[config.mk]
export PLATFORM = sky130hd
export DESIGN_NAME = time_set_ctrl_flat
export DESIGN_NICKNAME = d
export VERILOG_FILES = /design/src/rtl/time_set_ctrl_if.sv /design/src/rtl/time_set_ctrl.sv /design/src/flat_wrapper.sv
export SDC_FILE = /design/constraint.sdc
export NUM_CORES = 1
export LEC_CHECK = 0
export ABC_AREA = 1
export CAP_MARGIN = 20
export CORE_MARGIN = 1.5
export CORE_UTILIZATION = 58
export CTS_CLUSTER_SIZE = 8
export DETAILED_ROUTE_END_ITERATION = 16
export DONT_BUFFER_PORTS = 1
export HOLD_SLACK_MARGIN = 0.05
export PLACE_DENSITY = 0.76
export SKIP_LAST_GASP = 1
export SYNTH_ARGS = -nofsm -noshare
export SYNTH_HDL_FRONTEND = slang
export SYNTH_SLANG_ARGS = --single-unit
export TNS_END_PERCENT = 30
[constraint.sdc]
create_clock -name clk -period 1.44 [get_ports clk]
set_input_delay 0.432 -clock clk [delete_from_list [all_inputs] [get_ports clk]]
set_output_delay 0.432 -clock clk [all_outputs]
set_load 0.02 [all_outputs]
[src/rtl/time_set_ctrl_if.sv]
// Button, live-time and load signals between the front panel and the time-set sequencer.
// The panel side (master) drives buttons and live time; the sequencer (slave) drives the load outputs.
interface time_set_ctrl_if;
    logic       tick_1hz;
    logic       btn_set;
    logic       btn_up;
    logic       btn_down;
    logic       btn_cancel;
    logic       btn_mode;
    logic [4:0] cur_hrs;
    logic [5:0] cur_min;
    logic [5:0] cur_sec;
    logic       clk_switch;
    logic [2:0] clk_mode;
    logic [4:0] set_hrs;
    logic [5:0] set_min;
    logic [5:0] set_sec;
    logic [1:0] edit_field;
    logic       blink;

    modport master (
        output tick_1hz, btn_set, btn_up, btn_down, btn_cancel, btn_mode,
        output cur_hrs, cur_min, cur_sec,
        input  clk_switch, clk_mode, set_hrs, set_min, set_sec, edit_field, blink
    );

    modport slave (
        input  tick_1hz, btn_set, btn_up, btn_down, btn_cancel, btn_mode,
        input  cur_hrs, cur_min, cur_sec,
        output clk_switch, clk_mode, set_hrs, set_min, set_sec, edit_field, blink
    );
endinterface

[src/rtl/time_set_ctrl.sv]
// Front-panel time-set sequencer: edits hrs/min/sec from button pulses, then loads the Clock core.
// Define AUTO_EXIT_EN to abandon an idle edit after TIMEOUT_TICKS seconds without a button.
//
// state   | meaning
// RUN     | clock running, btn_set starts an edit, btn_mode cycles the mode
// SET_HRS | editing hours
// SET_MIN | editing minutes
// SET_SEC | editing seconds
// COMMIT  | clk_switch held high for LOAD_CYCLES clks, then back to RUN
module time_set_ctrl #(
    parameter int HRS_MAX       = 23,
    parameter int MIN_MAX       = 59,
    parameter int MODE_COUNT    = 4,
    parameter int LOAD_CYCLES   = 2,
    parameter int TIMEOUT_TICKS = 30
) (
    input  logic          clk,
    input  logic          reset,
    time_set_ctrl_if.slave bus
);

    typedef enum logic [2:0] {
        RUN     = 3'd0,
        SET_HRS = 3'd1,
        SET_MIN = 3'd2,
        SET_SEC = 3'd3,
        COMMIT  = 3'd4
    } state_t;

    localparam logic [5:0] HRS_TOP   = 6'(HRS_MAX);
    localparam logic [5:0] MIN_TOP   = 6'(MIN_MAX);
    localparam logic [2:0] MODE_LAST = 3'(MODE_COUNT - 1);
    localparam int         LCW       = (LOAD_CYCLES > 1) ? $clog2(LOAD_CYCLES) : 1;
    localparam logic [LCW-1:0] LOAD_LAST = LCW'(LOAD_CYCLES - 1);

    state_t         state_q, state_d;
    logic [2:0]     mode_q, mode_d;
    logic [4:0]     hrs_q, hrs_d;
    logic [5:0]     min_q, min_d;
    logic [5:0]     sec_q, sec_d;
    logic           switch_q, switch_d;
    logic [1:0]     field_q, field_d;
    logic           blink_q, blink_d;
    logic [LCW-1:0] load_cnt_q, load_cnt_d;
    logic           in_set_d;
    logic           inc, dec;

`ifdef AUTO_EXIT_EN
    localparam int             TCW      = $clog2(TIMEOUT_TICKS + 1);
    localparam logic [TCW-1:0] TMO_LAST = TCW'(TIMEOUT_TICKS - 1);

    logic [TCW-1:0] tmo_cnt_q, tmo_cnt_d;
    logic           any_btn;
    logic           tmo_hit;
`endif

    // Out-of-range values (possible when seeded from the core) snap to a legal value on the first step.
    function automatic logic [5:0] wrap_step(input logic [5:0] v, input logic [5:0] top,
                                             input logic up, input logic dn);
        logic [5:0] r;
        r = v;
        if (up && !dn) begin
            r = (v >= top) ? 6'd0 : v + 6'd1;
        end else if (dn && !up) begin
            r = (v == 6'd0 || v > top) ? top : v - 6'd1;
        end
        return r;
    endfunction

    assign inc = bus.btn_up;
    assign dec = bus.btn_down;

`ifdef AUTO_EXIT_EN
    assign any_btn = bus.btn_set | bus.btn_up | bus.btn_down | bus.btn_cancel | bus.btn_mode;
    assign tmo_hit = !any_btn && bus.tick_1hz && (tmo_cnt_q == TMO_LAST);
`endif

    always_comb begin
        state_d    = state_q;
        mode_d     = mode_q;
        hrs_d      = hrs_q;
        min_d      = min_q;
        sec_d      = sec_q;
        load_cnt_d = load_cnt_q;

        unique case (state_q)
            RUN: begin
                if (bus.btn_set) begin
                    state_d = SET_HRS;
                    hrs_d   = bus.cur_hrs;
                    min_d   = bus.cur_min;
                    sec_d   = bus.cur_sec;
                end
                if (bus.btn_mode) begin
                    mode_d = (mode_q >= MODE_LAST) ? 3'd0 : mode_q + 3'd1;
                end
            end

            SET_HRS, SET_MIN, SET_SEC: begin
                if (bus.btn_cancel) begin
                    state_d = RUN;
                end else if (bus.btn_set) begin
                    unique case (state_q)
                        SET_HRS: state_d = SET_MIN;
                        SET_MIN: state_d = SET_SEC;
                        default: begin
                            state_d    = COMMIT;
                            load_cnt_d = LOAD_LAST;
                        end
                    endcase
                end else begin
                    unique case (state_q)
                        SET_HRS: hrs_d = 5'(wrap_step({1'b0, hrs_q}, HRS_TOP, inc, dec));
                        SET_MIN: min_d = wrap_step(min_q, MIN_TOP, inc, dec);
                        default: sec_d = wrap_step(sec_q, MIN_TOP, inc, dec);
                    endcase
`ifdef AUTO_EXIT_EN
                    if (tmo_hit) begin
                        state_d = RUN;
                    end
`endif
                end
            end

            COMMIT: begin
                if (load_cnt_q == '0) begin
                    state_d = RUN;
                end else begin
                    load_cnt_d = load_cnt_q - 1'b1;
                end
            end

            default: state_d = RUN;
        endcase
    end

    // Output registers are derived from the next state so every output is a flop.
    always_comb begin
        in_set_d = (state_d == SET_HRS) || (state_d == SET_MIN) || (state_d == SET_SEC);
        switch_d = (state_d == COMMIT);

        field_d = 2'd0;
        unique case (state_d)
            SET_HRS: field_d = 2'd1;
            SET_MIN: field_d = 2'd2;
            SET_SEC: field_d = 2'd3;
            default: field_d = 2'd0;
        endcase

        blink_d = 1'b0;
        if (in_set_d && (state_d == state_q)) begin
            blink_d = bus.tick_1hz ? ~blink_q : blink_q;
        end
    end

`ifdef AUTO_EXIT_EN
    always_comb begin
        tmo_cnt_d = tmo_cnt_q;
        if (!in_set_d || state_q == RUN || any_btn) begin
            tmo_cnt_d = '0;
        end else if (bus.tick_1hz) begin
            tmo_cnt_d = tmo_cnt_q + 1'b1;
        end
    end

    always_ff @(posedge clk or posedge reset) begin
        if (reset) begin
            tmo_cnt_q <= '0;
        end else begin
            tmo_cnt_q <= tmo_cnt_d;
        end
    end
`endif

    always_ff @(posedge clk or posedge reset) begin
        if (reset) begin
            state_q    <= RUN;
            mode_q     <= '0;
            hrs_q      <= '0;
            min_q      <= '0;
            sec_q      <= '0;
            switch_q   <= 1'b0;
            field_q    <= '0;
            blink_q    <= 1'b0;
            load_cnt_q <= '0;
        end else begin
            state_q    <= state_d;
            mode_q     <= mode_d;
            hrs_q      <= hrs_d;
            min_q      <= min_d;
            sec_q      <= sec_d;
            switch_q   <= switch_d;
            field_q    <= field_d;
            blink_q    <= blink_d;
            load_cnt_q <= load_cnt_d;
        end
    end

    assign bus.clk_switch = switch_q;
    assign bus.clk_mode   = mode_q;
    assign bus.set_hrs    = hrs_q;
    assign bus.set_min    = min_q;
    assign bus.set_sec    = sec_q;
    assign bus.edit_field = field_q;
    assign bus.blink      = blink_q;

endmodule

[src/flat_wrapper.sv]
// flat-port wrapper written by rule: the top's interface ports become plain ports
module time_set_ctrl_flat 
#(
    parameter int HRS_MAX       = 23,
    parameter int MIN_MAX       = 59,
    parameter int MODE_COUNT    = 4,
    parameter int LOAD_CYCLES   = 2,
    parameter int TIMEOUT_TICKS = 30
)
  (clk, reset, bus_tick_1hz, bus_btn_set, bus_btn_up, bus_btn_down, bus_btn_cancel, bus_btn_mode, bus_cur_hrs, bus_cur_min, bus_cur_sec, bus_clk_switch, bus_clk_mode, bus_set_hrs, bus_set_min, bus_set_sec, bus_edit_field, bus_blink);
  time_set_ctrl_if bus_i ();
  input  logic clk;
  input  logic reset;
  input wire logic [$bits(bus_i.tick_1hz)-1:0] bus_tick_1hz;
  input wire logic [$bits(bus_i.btn_set)-1:0] bus_btn_set;
  input wire logic [$bits(bus_i.btn_up)-1:0] bus_btn_up;
  input wire logic [$bits(bus_i.btn_down)-1:0] bus_btn_down;
  input wire logic [$bits(bus_i.btn_cancel)-1:0] bus_btn_cancel;
  input wire logic [$bits(bus_i.btn_mode)-1:0] bus_btn_mode;
  input wire logic [$bits(bus_i.cur_hrs)-1:0] bus_cur_hrs;
  input wire logic [$bits(bus_i.cur_min)-1:0] bus_cur_min;
  input wire logic [$bits(bus_i.cur_sec)-1:0] bus_cur_sec;
  output wire logic [$bits(bus_i.clk_switch)-1:0] bus_clk_switch;
  output wire logic [$bits(bus_i.clk_mode)-1:0] bus_clk_mode;
  output wire logic [$bits(bus_i.set_hrs)-1:0] bus_set_hrs;
  output wire logic [$bits(bus_i.set_min)-1:0] bus_set_min;
  output wire logic [$bits(bus_i.set_sec)-1:0] bus_set_sec;
  output wire logic [$bits(bus_i.edit_field)-1:0] bus_edit_field;
  output wire logic [$bits(bus_i.blink)-1:0] bus_blink;
  assign bus_i.tick_1hz = bus_tick_1hz;
  assign bus_i.btn_set = bus_btn_set;
  assign bus_i.btn_up = bus_btn_up;
  assign bus_i.btn_down = bus_btn_down;
  assign bus_i.btn_cancel = bus_btn_cancel;
  assign bus_i.btn_mode = bus_btn_mode;
  assign bus_i.cur_hrs = bus_cur_hrs;
  assign bus_i.cur_min = bus_cur_min;
  assign bus_i.cur_sec = bus_cur_sec;
  assign bus_clk_switch = bus_i.clk_switch;
  assign bus_clk_mode = bus_i.clk_mode;
  assign bus_set_hrs = bus_i.set_hrs;
  assign bus_set_min = bus_i.set_min;
  assign bus_set_sec = bus_i.set_sec;
  assign bus_edit_field = bus_i.edit_field;
  assign bus_blink = bus_i.blink;
  time_set_ctrl #(.HRS_MAX(HRS_MAX), .MIN_MAX(MIN_MAX), .MODE_COUNT(MODE_COUNT), .LOAD_CYCLES(LOAD_CYCLES), .TIMEOUT_TICKS(TIMEOUT_TICKS)) u_core (.clk(clk), .reset(reset), .bus(bus_i));
endmodule
==> impl_metrics.py, run 1 <==
metrics = {
    "die": {
        "initial_utilization_pct": 60.1,
        "dieArea_mm2": 0.00454,
        "design.portCount": 49,
        "placement_rows": 23,
        "die_width_um": 67.4,
        "core_region_area_mm2": 0.00400,
        "floorplan.die.height_um": 67.4,
    },
    "cts": {
        "clock_path_buffers": 2,
        "cts_tree": "built",
        "worstSkewPairLatency_ns": 0.28,
        "ctsHoldBuffers": 0,
        "cts_num_sinks": 28,
        "cts-buffers-inserted": 3,
        "htreeDepth": 1,
        "ctsRootBufferMaster": "sky130_fd_sc_hd__clkbuf_8",
        "clk_pin_slew_worst_paths_ns": 0.10,
    },
    "sta": {
        "fmaxAchievable_ghz": 0.684,
        "final_ws_setup_ns": -0.0215,
        "timing.max_slew.rel_slack_pct": 74.8,
        "max_slew.worst_pin.slew_ns": 0.378,
        "period_utilization_post_route_pct": 101,
        "worst_hold_slack_ns": 0.108,
        "clock_skew_ns": 0.00356,
        "setup-tns-final_ns": -0.0283,
        "final.min_clock_period_ns": 1.46,
        "finalHoldViolCount": 0,
        "grt_setup_unrepaired": "true",
        "setup_viol": 2,
        "max_slew_violation_count": 0,
    },
    "critical_path": {
        "maximum_net_fanout_on_the_critical_path": 4,
        "setup.worst_path.class": "reg2out",
        "end_kind": "output port",
        "critPathRequiredTime_ns": 1.01,
        "timing.critical_path.arrival_ns": 1.03,
        "cp-startpoint": "u_core.bus.set_min[1]$_DFFE_PP0P_",
        "start_kind": "flip-flop",
        "regToRegStartpoint": "u_core.state_q[1]$_DFF_PP0_",
    },
    "detailed_routing": {
        "drt_pass1_iterations": 4,
        "post_detailed_routing_wire_length_um": 5910,
        "drt-vias-per-instance": 5.25,
        "vias": 2453,
        "drcViolationCount": 0,
        "wire_per_inst_um": 12.7,
        "postRouteAntennaNets": 0,
        "starting_drc_count_in_detailed_routing": 205,
    },
    "place": {
        "portBuffers": 0,
        "routabilityCongestion": 0.923,
        "pre_cts_ws_ns": 0.00990,
        "detailed_place_hpwl_um": 4330,
    },
    "pwr": {
        "leakagePower_nw": 1.57,
        "comb_power_share_pct": 68.1,
        "netSwitchingPower_mw": 4.01,
        "p_per_area_mw_per_mm2": 2640,
        "max-vdd-ir-drop_mv": 1.34,
        "p_sw_share_pct": 52.2,
        "share_of_power_burned_in_the_clock_network_pct": 8.2,
        "p_int_mw": 3.67,
        "sequential_fraction_of_design_power_pct": 23.6,
    },
    "yosys": {
        "synthMuxAreaShare_pct": 0,
        "synthXorXnorAreaFrac_pct": 3.28,
        "syn-instance-count": 387,
        "combinational_family_with_the_most_area_after_synthesis": "simple AND/OR/NAND/NOR gates",
        "synthSimpleGateAreaFrac_pct": 43.2,
        "synth.yosys.warnings": 0,
        "ys_seq_elements": 28,
        "synth_compound_gate_area_share_pct": 6.87,
        "seq_area_frac_synth_pct": 29.1,
        "avgSynthCellArea_um2": 6.21,
        "post_synth_fa_ha_maj_area_fraction_pct": 5.20,
        "synth_area_mm2": 0.00240,
        "synth_nets": 422,
        "post_synth_num_cell_types": 28,
    },
    "grt": {
        "globalRouteOverflowTotal": 0,
        "globalRouteTotalUtil_pct": 26.8,
        "maximum_number_of_pins_on_one_net_before_global_route_repair": 29,
        "antenna_found_initial": 0,
        "grt_first_pass_wirelength_um": 9450,
        "first_global_vias": 2172,
    },
    "final_layout": {
        "final_cell_mix": "sky130_fd_sc_hd__nand2_1, sky130_fd_sc_hd__nor2_1, sky130_fd_sc_hd__inv_1, sky130_fd_sc_hd__buf_4, sky130_fd_sc_hd__nand3_1",
        "layout_commonest_cell": "sky130_fd_sc_hd__nand2_1",
        "number_of_fill_cells": 333,
        "area_growth_pct": 20.8,
        "layout.area.seq_um2": 709,
        "multi_input_area_mm2": 0.00156,
        "final_nets": 453,
        "post_route_cells_drive_above_1_share_pct": 24.2,
        "antennaDiodeCount": 0,
    },
    "status": {
        "violations": "negative setup slack",
        "status": "complete, but fails checks",
    },
    "min_path": {
        "min_path_type": "in2async",
    },
    "flow_run": {
        "maxCapViolCount": 0,
    },
}
[state kept, by name (all words and copies together), names as in the netlist]
signal                 count
u_core.bus.blink           1
u_core.load_cnt_q          1
u_core.state_q             3
u_core.bus.edit_field      2
u_core.bus.set_min         6
u_core.bus.set_sec         6
u_core.bus.set_hrs         5
u_core.bus.clk_mode        3
u_core.bus.clk_switch      1
[metrics by stage]
| stage | total power [mW] | area, µm² | cells | util, % |
|---|---|---|---|---|
| final | 7.68 | 2910 | 467 | 72.6 |
| after CTS | 7.08 | 2710 | 463 | 67.8 |
| after floorplan | 5.27 | 2410 | 387 | - |
| after global placement | 6.29 | 2630 | 459 | 65.7 |
| after detailed placement | 6.40 | 2630 | 459 | 65.7 |
| after global routing | 8.43 | 2910 | 467 | 72.6 |
[Yosys cell counts]
cell type | instances | area share [%]
sky130_fd_sc_hd__o22ai_1 | 1 | 0.26
sky130_fd_sc_hd__buf_1 | 1 | 0.16
sky130_fd_sc_hd__a21oi_2 | 1 | 0.36
sky130_fd_sc_hd__xor2_1 | 8 | 2.9
sky130_fd_sc_hd__dfrtp_1 | 28 | 29
sky130_fd_sc_hd__nor2_4 | 2 | 0.94
sky130_fd_sc_hd__nand4_1 | 6 | 1.6
sky130_fd_sc_hd__xnor2_1 | 1 | 0.36
sky130_fd_sc_hd__buf_2 | 4 | 0.83
sky130_fd_sc_hd__or2_2 | 1 | 0.26
sky130_fd_sc_hd__clkinv_1 | 1 | 0.16
sky130_fd_sc_hd__clkbuf_8 | 2 | 1.1
sky130_fd_sc_hd__o21ai_2 | 1 | 0.36
sky130_fd_sc_hd__nor2_1 | 65 | 10
sky130_fd_sc_hd__nor2_2 | 3 | 0.78
sky130_fd_sc_hd__a21oi_1 | 15 | 3.1
sky130_fd_sc_hd__buf_6 | 5 | 2.3
sky130_fd_sc_hd__nand2_2 | 5 | 1.3
sky130_fd_sc_hd__nand2_1 | 129 | 20
sky130_fd_sc_hd__a31oi_1 | 1 | 0.26
sky130_fd_sc_hd__o21ai_1 | 1 | 0.21
sky130_fd_sc_hd__inv_2 | 4 | 0.62
sky130_fd_sc_hd__buf_4 | 1 | 0.31
sky130_fd_sc_hd__o21ai_0 | 11 | 2.3
sky130_fd_sc_hd__inv_1 | 43 | 6.7
sky130_fd_sc_hd__ha_1 | 10 | 5.2
sky130_fd_sc_hd__nand3_1 | 35 | 7.3
sky130_fd_sc_hd__nand3_2 | 2 | 0.83
[worst max-delay path, cell delays in order, from the launching register on]
cell and delay [ns]:
sky130_fd_sc_hd__dfrtp_2 0.48, sky130_fd_sc_hd__buf_6 0.15, sky130_fd_sc_hd__buf_6 0.12
[power groups by stage]
stage | logic, mW | registers (mW) | clock network, mW
floorplan | 3.37 | 1.89 | 0
global placement | 4.57 | 1.73 | 0
detailed placement | 4.67 | 1.73 | 0
CTS | 4.73 | 1.72 | 0.636
global route | 5.90 | 1.87 | 0.667
finish | 5.23 | 1.82 | 0.633
[layout make-up]
| class | count | area share, % |
|---|---|---|
| Multi-Input combinational cell | 298 | 53.8 |
| Sequential cell | 28 | 24.4 |
| Timing Repair Buffer | 39 | 10.9 |
| Inverter | 48 | 6.29 |
| Tap cell | 50 | 2.15 |
| Clock buffer | 3 | 1.42 |
| Clock inverter | 1 | 1.03 |
[per-layer routing]
| metal | global-route usage [%] | routed length (µm) |
|---|---|---|
| met2 | 44.9 | 2970 |
| met5 | 0 | 0 |
| met4 | 7.40 | 71 |
| met3 | 4.33 | 346 |
| met1 | 35.9 | 2520 |
[worst paths after layout]
kind	end	slack [ns]	depth (start not counted)
max in group asynchronous	u_core.bus.set_min[2]$_DFFE_PP0P_	1.04	2
hold reg to reg	u_core.load_cnt_q$_DFFE_PP0P_	0.53	2
setup reg to reg	u_core.bus.set_hrs[4]$_DFFE_PP0P_	0.05	7
min in group clk	u_core.state_q[2]$_DFF_PP0_	0.32	2
hold / removal	u_core.load_cnt_q$_DFFE_PP0P_	0.11	2
setup / recovery	bus_set_min[1]	-0.02	2
[cells by family after synthesis]
kind of cell,count (synthesis)
simple gates,248
fa+ha+maj,10
flops,28
xor+xnor,9
buf+inv,61
compound gates,31
[what timing repair did]
action / in CTS / in global routing
resized for setup: 3 / 50
pin swaps: 0 / 10
setup buffers: 0 / 4
endpoints found under the setup margin: 8 / 25
cloned: 0 / 0
No activity file was read; power rests on OpenSTA's default activity.
==> inputs of run 2 (changes only) <==
--- a/config.mk
+++ b/config.mk
@@ -8,12 +8,13 @@
 export ABC_AREA = 1
 export CAP_MARGIN = 20
 export CORE_MARGIN = 1.5
-export CORE_UTILIZATION = 58
+export CORE_UTILIZATION = 60
+export CTS_BUF_LIST = sky130_fd_sc_hd__clkbuf_4
 export CTS_CLUSTER_SIZE = 8
 export DETAILED_ROUTE_END_ITERATION = 16
 export DONT_BUFFER_PORTS = 1
 export HOLD_SLACK_MARGIN = 0.05
-export PLACE_DENSITY = 0.76
+export PLACE_DENSITY = 0.79
 export SKIP_LAST_GASP = 1
 export SYNTH_ARGS = -nofsm -noshare
 export SYNTH_HDL_FRONTEND = slang
==> run 2 against run 1 <==
The flow still finishes with violations (negative setup slack). Sequential power is 5% lower. Sequential share of layout area decreased by 0.42 points. Combinational power rose by 9.2%. Count of clock-buffer cells in the layout unchanged. Die area is 3.2% lower. Utilization up 6.9 points. Highest routed layer unchanged.
==> impl_metrics.py, run 2 (same netlist as run 1, synthesis figures left out) <==
metrics = {
    "cts": {
        "clk_pin_slew_worst_paths_ns": 0.16,
        "htreeDepth": 1,
        "worstSkewPairLatency_ns": 0.35,
        "cts_num_sinks": 28,
        "cts-buffers-inserted": 3,
        "cts_tree": "built",
        "ctsRootBufferMaster": "sky130_fd_sc_hd__clkbuf_4",
        "clock_path_buffers": 2,
    },
    "critical_path": {
        "end_kind": "output port",
        "path_cells": "buf_4",
        "critical_path.slowest_cell": "sky130_fd_sc_hd__dfrtp_2",
        "timing.critical_path.arrival_ns": 1.05,
        "start_kind": "flip-flop",
        "critPathRequiredTime_ns": 1.01,
        "critical_path_buf_inv_count": 1,
        "maximum_net_fanout_on_the_critical_path": 7,
        "worst_path_dominant_cell_family": "flip-flops",
        "setup.worst_path.class": "reg2out",
        "worst_path_largest_cell_delay_ns": 0.51,
    },
    "detailed_routing": {
        "drcViolationCount": 0,
        "postRouteAntennaNets": 0,
        "starting_drc_count_in_detailed_routing": 326,
        "drt-vias-per-instance": 5.65,
        "length_of_routed_met3_wiring_um": 488,
        "vias": 2689,
        "drt_pass1_iterations": 5,
        "route.top_layer_used": "met4",
        "post_detailed_routing_wire_length_um": 6550,
        "wire_per_inst_um": 13.8,
        "wl_on_met1_um": 2780,
        "met2_wirelength_um": 3150,
    },
    "grt": {
        "first_global_vias": 2328,
        "globalRouteTotalUtil_pct": 28.5,
        "maximum_number_of_pins_on_one_net_before_global_route_repair": 29,
        "grt_first_pass_wirelength_um": 9780,
        "antenna_found_initial": 0,
        "globalRouteOverflowTotal": 0,
    },
    "sta": {
        "finalHoldViolCount": 0,
        "fmaxAchievable_ghz": 0.673,
        "setup-tns-final_ns": -0.251,
        "clock_skew_ns": 0.0101,
        "max_slew.worst_pin.slew_ns": 0.383,
        "setup_viol": 14,
        "final_ws_setup_ns": -0.0452,
        "timing.max_slew.rel_slack_pct": 74.5,
        "final.min_clock_period_ns": 1.49,
        "max_slew_violation_count": 0,
        "grt_setup_unrepaired": "true",
        "period_utilization_post_route_pct": 103,
    },
    "final_layout": {
        "layout.area.seq_um2": 714,
        "layout_commonest_cell": "sky130_fd_sc_hd__nand2_1",
        "area_growth_pct": 23.8,
        "number_of_fill_cells": 269,
        "instances_no_fill": 476,
        "multi_input_area_mm2": 0.00155,
        "final_cell_mix": "sky130_fd_sc_hd__nand2_1, sky130_fd_sc_hd__nor2_1, sky130_fd_sc_hd__buf_4, sky130_fd_sc_hd__inv_1, sky130_fd_sc_hd__nand3_1",
        "final_nets": 464,
        "post_route_cells_drive_above_1_share_pct": 25.7,
        "antennaDiodeCount": 0,
    },
    "die": {
        "floorplan.die.height_um": 66.3,
        "initial_utilization_pct": 64.2,
        "design.portCount": 49,
        "die_width_um": 66.3,
        "dieArea_mm2": 0.00440,
        "placement_rows": 22,
        "core_region_area_mm2": 0.00374,
    },
    "pwr": {
        "p_per_area_mw_per_mm2": 2680,
        "max-vdd-ir-drop_mv": 1.41,
        "leakagePower_nw": 1.62,
    },
    "status": {
        "status": "complete, but fails checks",
        "violations": "negative setup slack",
    },
    "flow_run": {
        "maxCapViolCount": 0,
    },
    "place": {
        "dpl.cell_count": 452,
        "detailed_place_hpwl_um": 4170,
        "portBuffers": 0,
        "pre_cts_ws_ns": -0.0190,
        "routabilityCongestion": 0.944,
    },
    "min_path": {
        "min_path_type": "in2reg",
    },
}
## run 2: changes by cell type in the layout (fill, tap and decap cells not counted), sizes merged
cell         delta
dlygate4sd3     +1
clkinv          +1
buf             +8
nand3           +1
## run 2: final timing paths
kind,from,to,slack (ns),depth (start not counted)
max,u_core.bus.set_sec[2]$_DFFE_PP0P_,bus_set_sec[2],-0.05,1
min,bus_btn_set,u_core.load_cnt_q$_DFFE_PP0P_,0.24,2
max reg2reg,u_core.state_q[0]$_DFF_PP0_,u_core.bus.set_min[1]$_DFFE_PP0P_,-0.04,7
min reg2reg,u_core.load_cnt_q$_DFFE_PP0P_,u_core.load_cnt_q$_DFFE_PP0P_,0.55,2
max in group asynchronous,reset,u_core.bus.set_sec[2]$_DFFE_PP0P_,0.58,3
min in group asynchronous,reset,u_core.bus.edit_field[0]$_DFF_PP0_,0.57,3
## run 2: cell type report
class	instances	share of cell area (%)
multi-input combinational	299	52.0
tap	48	2.02
sequential	28	24.0
clock buffer	3	0.757
timing repair buffer	48	13.8
timing repair inverter	1	0.210
clock inverter	1	1.01
inverter	48	6.22
## run 2: where the power goes
part | leakage [nW] | internal (mW) | switching (mW)
Sequential | 0.334 | 1.19 | 0.534
Combinational | 1.26 | 2.29 | 3.43
Clock | 0.0279 | 0.282 | 0.269
Total | 1.62 | 3.76 | 4.23
## run 2: metal layers
| layer | up-vias | track usage [%] |
|---|---|---|
| li1 | 1282 | - |
| met1 | 1246 | 36.6 |
| met2 | 144 | 48.3 |
| met3 | 17 | 3.75 |
| met4 | 0 | 11.0 |
| met5 | - | 0 |
## run 2: through the flow
stage	total power [mW]	hold slack (ns)	instance area [µm²]	utilization [%]
after floorplan	5.27	0.471	2410	-
after global placement	6.28	0.418	2610	69.8
after detailed placement	6.40	0.420	2610	69.8
after CTS	7.18	0.261	2760	73.7
after global routing	8.65	0.228	2980	79.5
final	7.99	0.239	2980	79.5
## run 2: timing repair
item | CTS | global route
pin swaps | 1 | 8
setup buffers | 9 | 8
hold endpoints to repair | 28 | 0
gates resized for setup | 9 | 44
hold buffers | 1 | 0
cloned | 0 | 2
setup endpoints to repair | 17 | 31
==> inputs of run 3 (changes only) <==
--- a/config.mk
+++ b/config.mk
@@ -14,7 +14,7 @@
 export DETAILED_ROUTE_END_ITERATION = 16
 export DONT_BUFFER_PORTS = 1
 export HOLD_SLACK_MARGIN = 0.05
-export PLACE_DENSITY = 0.79
+export PLACE_DENSITY = 0.77
 export SKIP_LAST_GASP = 1
 export SYNTH_ARGS = -nofsm -noshare
 export SYNTH_HDL_FRONTEND = slang
==> run 3 against run 2 <==
The flow still finishes with violations (negative setup slack). Maximum frequency down 8.6%. Clock power down 2%. Global-route usage up 0.71 points. Largest cell class unchanged. Highest routed layer unchanged.
==> impl_metrics.py, run 3 (same netlist as run 1, synthesis figures left out) <==
metrics = {
    "sta": {
        "final_ws_setup_ns": -0.185,
        "worst_hold_slack_ns": 0.312,
        "setup_viol": 31,
        "max_slew.worst_pin.slew_ns": 0.385,
        "fmaxAchievable_ghz": 0.615,
        "final.min_clock_period_ns": 1.63,
        "setup-tns-final_ns": -1.87,
        "max_slew_violation_count": 0,
        "finalHoldViolCount": 0,
        "period_utilization_post_route_pct": 113,
        "timing.max_slew.rel_slack_pct": 74.3,
        "grt_setup_unrepaired": "true",
        "clock_skew_ns": 0.00865,
    },
    "grt": {
        "first_global_vias": 2277,
        "antenna_found_initial": 0,
        "grt_first_pass_wirelength_um": 10000,
        "globalRouteOverflowTotal": 0,
        "maximum_number_of_pins_on_one_net_before_global_route_repair": 29,
        "globalRouteTotalUtil_pct": 29.2,
    },
    "place": {
        "portBuffers": 0,
        "detailed_place_hpwl_um": 4370,
        "routabilityCongestion": 0.942,
        "place_area_mm2": 0.00266,
    },
    "flow_run": {
        "maxCapViolCount": 0,
    },
    "status": {
        "violations": "negative setup slack",
        "status": "complete, but fails checks",
    },
    "critical_path": {
        "worst_reg2reg_path_depth": 10,
        "setup.worst_path.class": "reg2reg",
        "r2r_setup_slack_ns": -0.19,
        "critPathRequiredTime_ns": 1.72,
        "timing.critical_path.arrival_ns": 1.91,
        "timing.rr.end": "u_core.bus.blink$_DFFE_PP0P_",
        "regToRegStartpoint": "u_core.state_q[0]$_DFF_PP0_",
        "start_kind": "flip-flop",
        "end_kind": "flip-flop",
        "maximum_net_fanout_on_the_critical_path": 4,
    },
    "final_layout": {
        "layout_commonest_cell": "sky130_fd_sc_hd__nand2_1",
        "post_route_cells_drive_above_1_share_pct": 28.2,
        "final_cell_mix": "sky130_fd_sc_hd__nand2_1, sky130_fd_sc_hd__nor2_1, sky130_fd_sc_hd__buf_4, sky130_fd_sc_hd__inv_1, sky130_fd_sc_hd__nand3_1",
        "final_nets": 480,
        "stdcell_area_mm2": 0.00315,
        "area_growth_pct": 31.2,
        "antennaDiodeCount": 0,
    },
    "die": {
        "core_region_area_mm2": 0.00374,
        "initial_utilization_pct": 64.2,
        "placement_rows": 22,
        "design.portCount": 49,
        "dieArea_mm2": 0.00440,
        "floorplan.die.height_um": 66.3,
        "die_width_um": 66.3,
    },
    "pwr": {
        "leakagePower_nw": 1.71,
        "p_per_area_mw_per_mm2": 2800,
        "max-vdd-ir-drop_mv": 1.66,
    },
    "min_path": {
        "min-delay-start": "bus_cur_sec[2]",
        "min_path_type": "in2reg",
        "worst_hold_path.num_cells": 4,
        "hold_end": "u_core.bus.set_sec[2]$_DFFE_PP0P_",
    },
    "cts": {
        "clk_pin_slew_worst_paths_ns": 0.17,
        "htreeDepth": 1,
        "worstSkewPairLatency_ns": 0.34,
        "cts_tree": "built",
        "cts-buffers-inserted": 3,
        "ctsRootBufferMaster": "sky130_fd_sc_hd__clkbuf_4",
        "clock_path_buffers": 2,
        "cts_num_sinks": 28,
    },
    "detailed_routing": {
        "wire_per_inst_um": 16.2,
        "drt-vias-per-instance": 5.86,
        "drt_pass1_iterations": 5,
        "postRouteAntennaNets": 0,
        "vias": 2883,
        "starting_drc_count_in_detailed_routing": 424,
        "drcViolationCount": 0,
        "post_detailed_routing_wire_length_um": 7960,
    },
}
run 3: changes by cell type in the layout (fill, tap and decap cells not counted), sizes merged:
| cell | delta |
|---|---|
| clkinv | -1 |
| buf | +15 |
| clkbuf | +1 |
| clkinvlp | +1 |
run 3: area by class of cell:
| class | instances | area (µm²) |
|---|---|---|
| Fill cell | 221 | 589 |
| Timing Repair inverter | 1 | 7.51 |
| Inverter | 48 | 185 |
| Sequential cell | 28 | 707 |
| Clock inverter | 1 | 30.0 |
| Multi-Input combinational cell | 299 | 1570 |
| Tap cell | 48 | 60.1 |
| Timing Repair Buffer | 64 | 573 |
| Clock buffer | 3 | 22.5 |
run 3: worst max-delay path by stage:
stage                                                  from                                 to  slack, ns  cells past startpoint
after detailed placement        u_core.state_q[1]$_DFF_PP0_       u_core.bus.blink$_DFFE_PP0P_      -0.04                      9
after global placement          u_core.state_q[1]$_DFF_PP0_  u_core.bus.set_hrs[3]$_DFFE_PP0P_       0.04                      9
after CTS                       u_core.state_q[0]$_DFF_PP0_  u_core.bus.set_sec[5]$_DFFE_PP0P_      -0.06                      8
after global routing      u_core.bus.set_min[1]$_DFFE_PP0P_  u_core.bus.set_min[1]$_DFFE_PP0P_      -0.23                     11
final                           u_core.state_q[0]$_DFF_PP0_       u_core.bus.blink$_DFFE_PP0P_      -0.19                     10
after floorplan           u_core.bus.set_min[1]$_DFFE_PP0P_  u_core.bus.set_min[1]$_DFFE_PP0P_     -0.003                     10
run 3: metrics by stage:
stage | std cells | setup slack, ns | util [%] | power [mW]
2_1_floorplan | 387 | -0.00308 | - | 5.27
3_3_place_gp | 463 | 0.0397 | 71.0 | 6.37
3_5_place_dp | 463 | -0.0357 | 71.0 | 6.49
4_1_cts | 480 | -0.0584 | 76.8 | 7.46
5_1_grt | 492 | -0.227 | 84.3 | 9.43
6_report | 492 | -0.185 | 84.3 | 8.84
run 3: timing repair:
| action | 4_1_cts | 5_1_grt |
|---|---|---|
| resized for setup | 20 | 48 |
| pin swaps | 4 | 14 |
| buffers inserted | 11 | 10 |
| hold buffers | 1 | 0 |
| hold endpoints to repair | 28 | 0 |
| setup endpoints to repair | 18 | 33 |
| cloned | 1 | 2 |
run 3: critical path, stage by stage (launching register included):
cell	delay [ns]
sky130_fd_sc_hd__dfrtp_1	0.45
sky130_fd_sc_hd__nor2_4	0.07
sky130_fd_sc_hd__buf_6	0.11
sky130_fd_sc_hd__nor2_4	0.16
sky130_fd_sc_hd__buf_12	0.14
sky130_fd_sc_hd__nand3_1	0.10
sky130_fd_sc_hd__o21ai_0	0.12
sky130_fd_sc_hd__nand2_1	0.14
sky130_fd_sc_hd__nand2_1	0.11
sky130_fd_sc_hd__nand2_1	0.07
sky130_fd_sc_hd__nor2_2	0.11
run 3: where the power goes:
part	internal, mW	leakage (nW)	total [mW]	switching [mW]
sequential	1.17	0.340	1.73	0.556
combinational	2.72	1.34	6.57	3.85
clock	0.282	0.0279	0.539	0.258
run 3: per-layer routing:
| layer | track usage (%) | vias up | wire, µm |
|---|---|---|---|
| met5 | 0 | - | 0 |
| met4 | 8.67 | 0 | 253 |
| met3 | 6.13 | 46 | 804 |
| met2 | 47.9 | 210 | 3890 |
| met1 | 38.5 | 1313 | 3020 |
| li1 | - | 1314 | - |
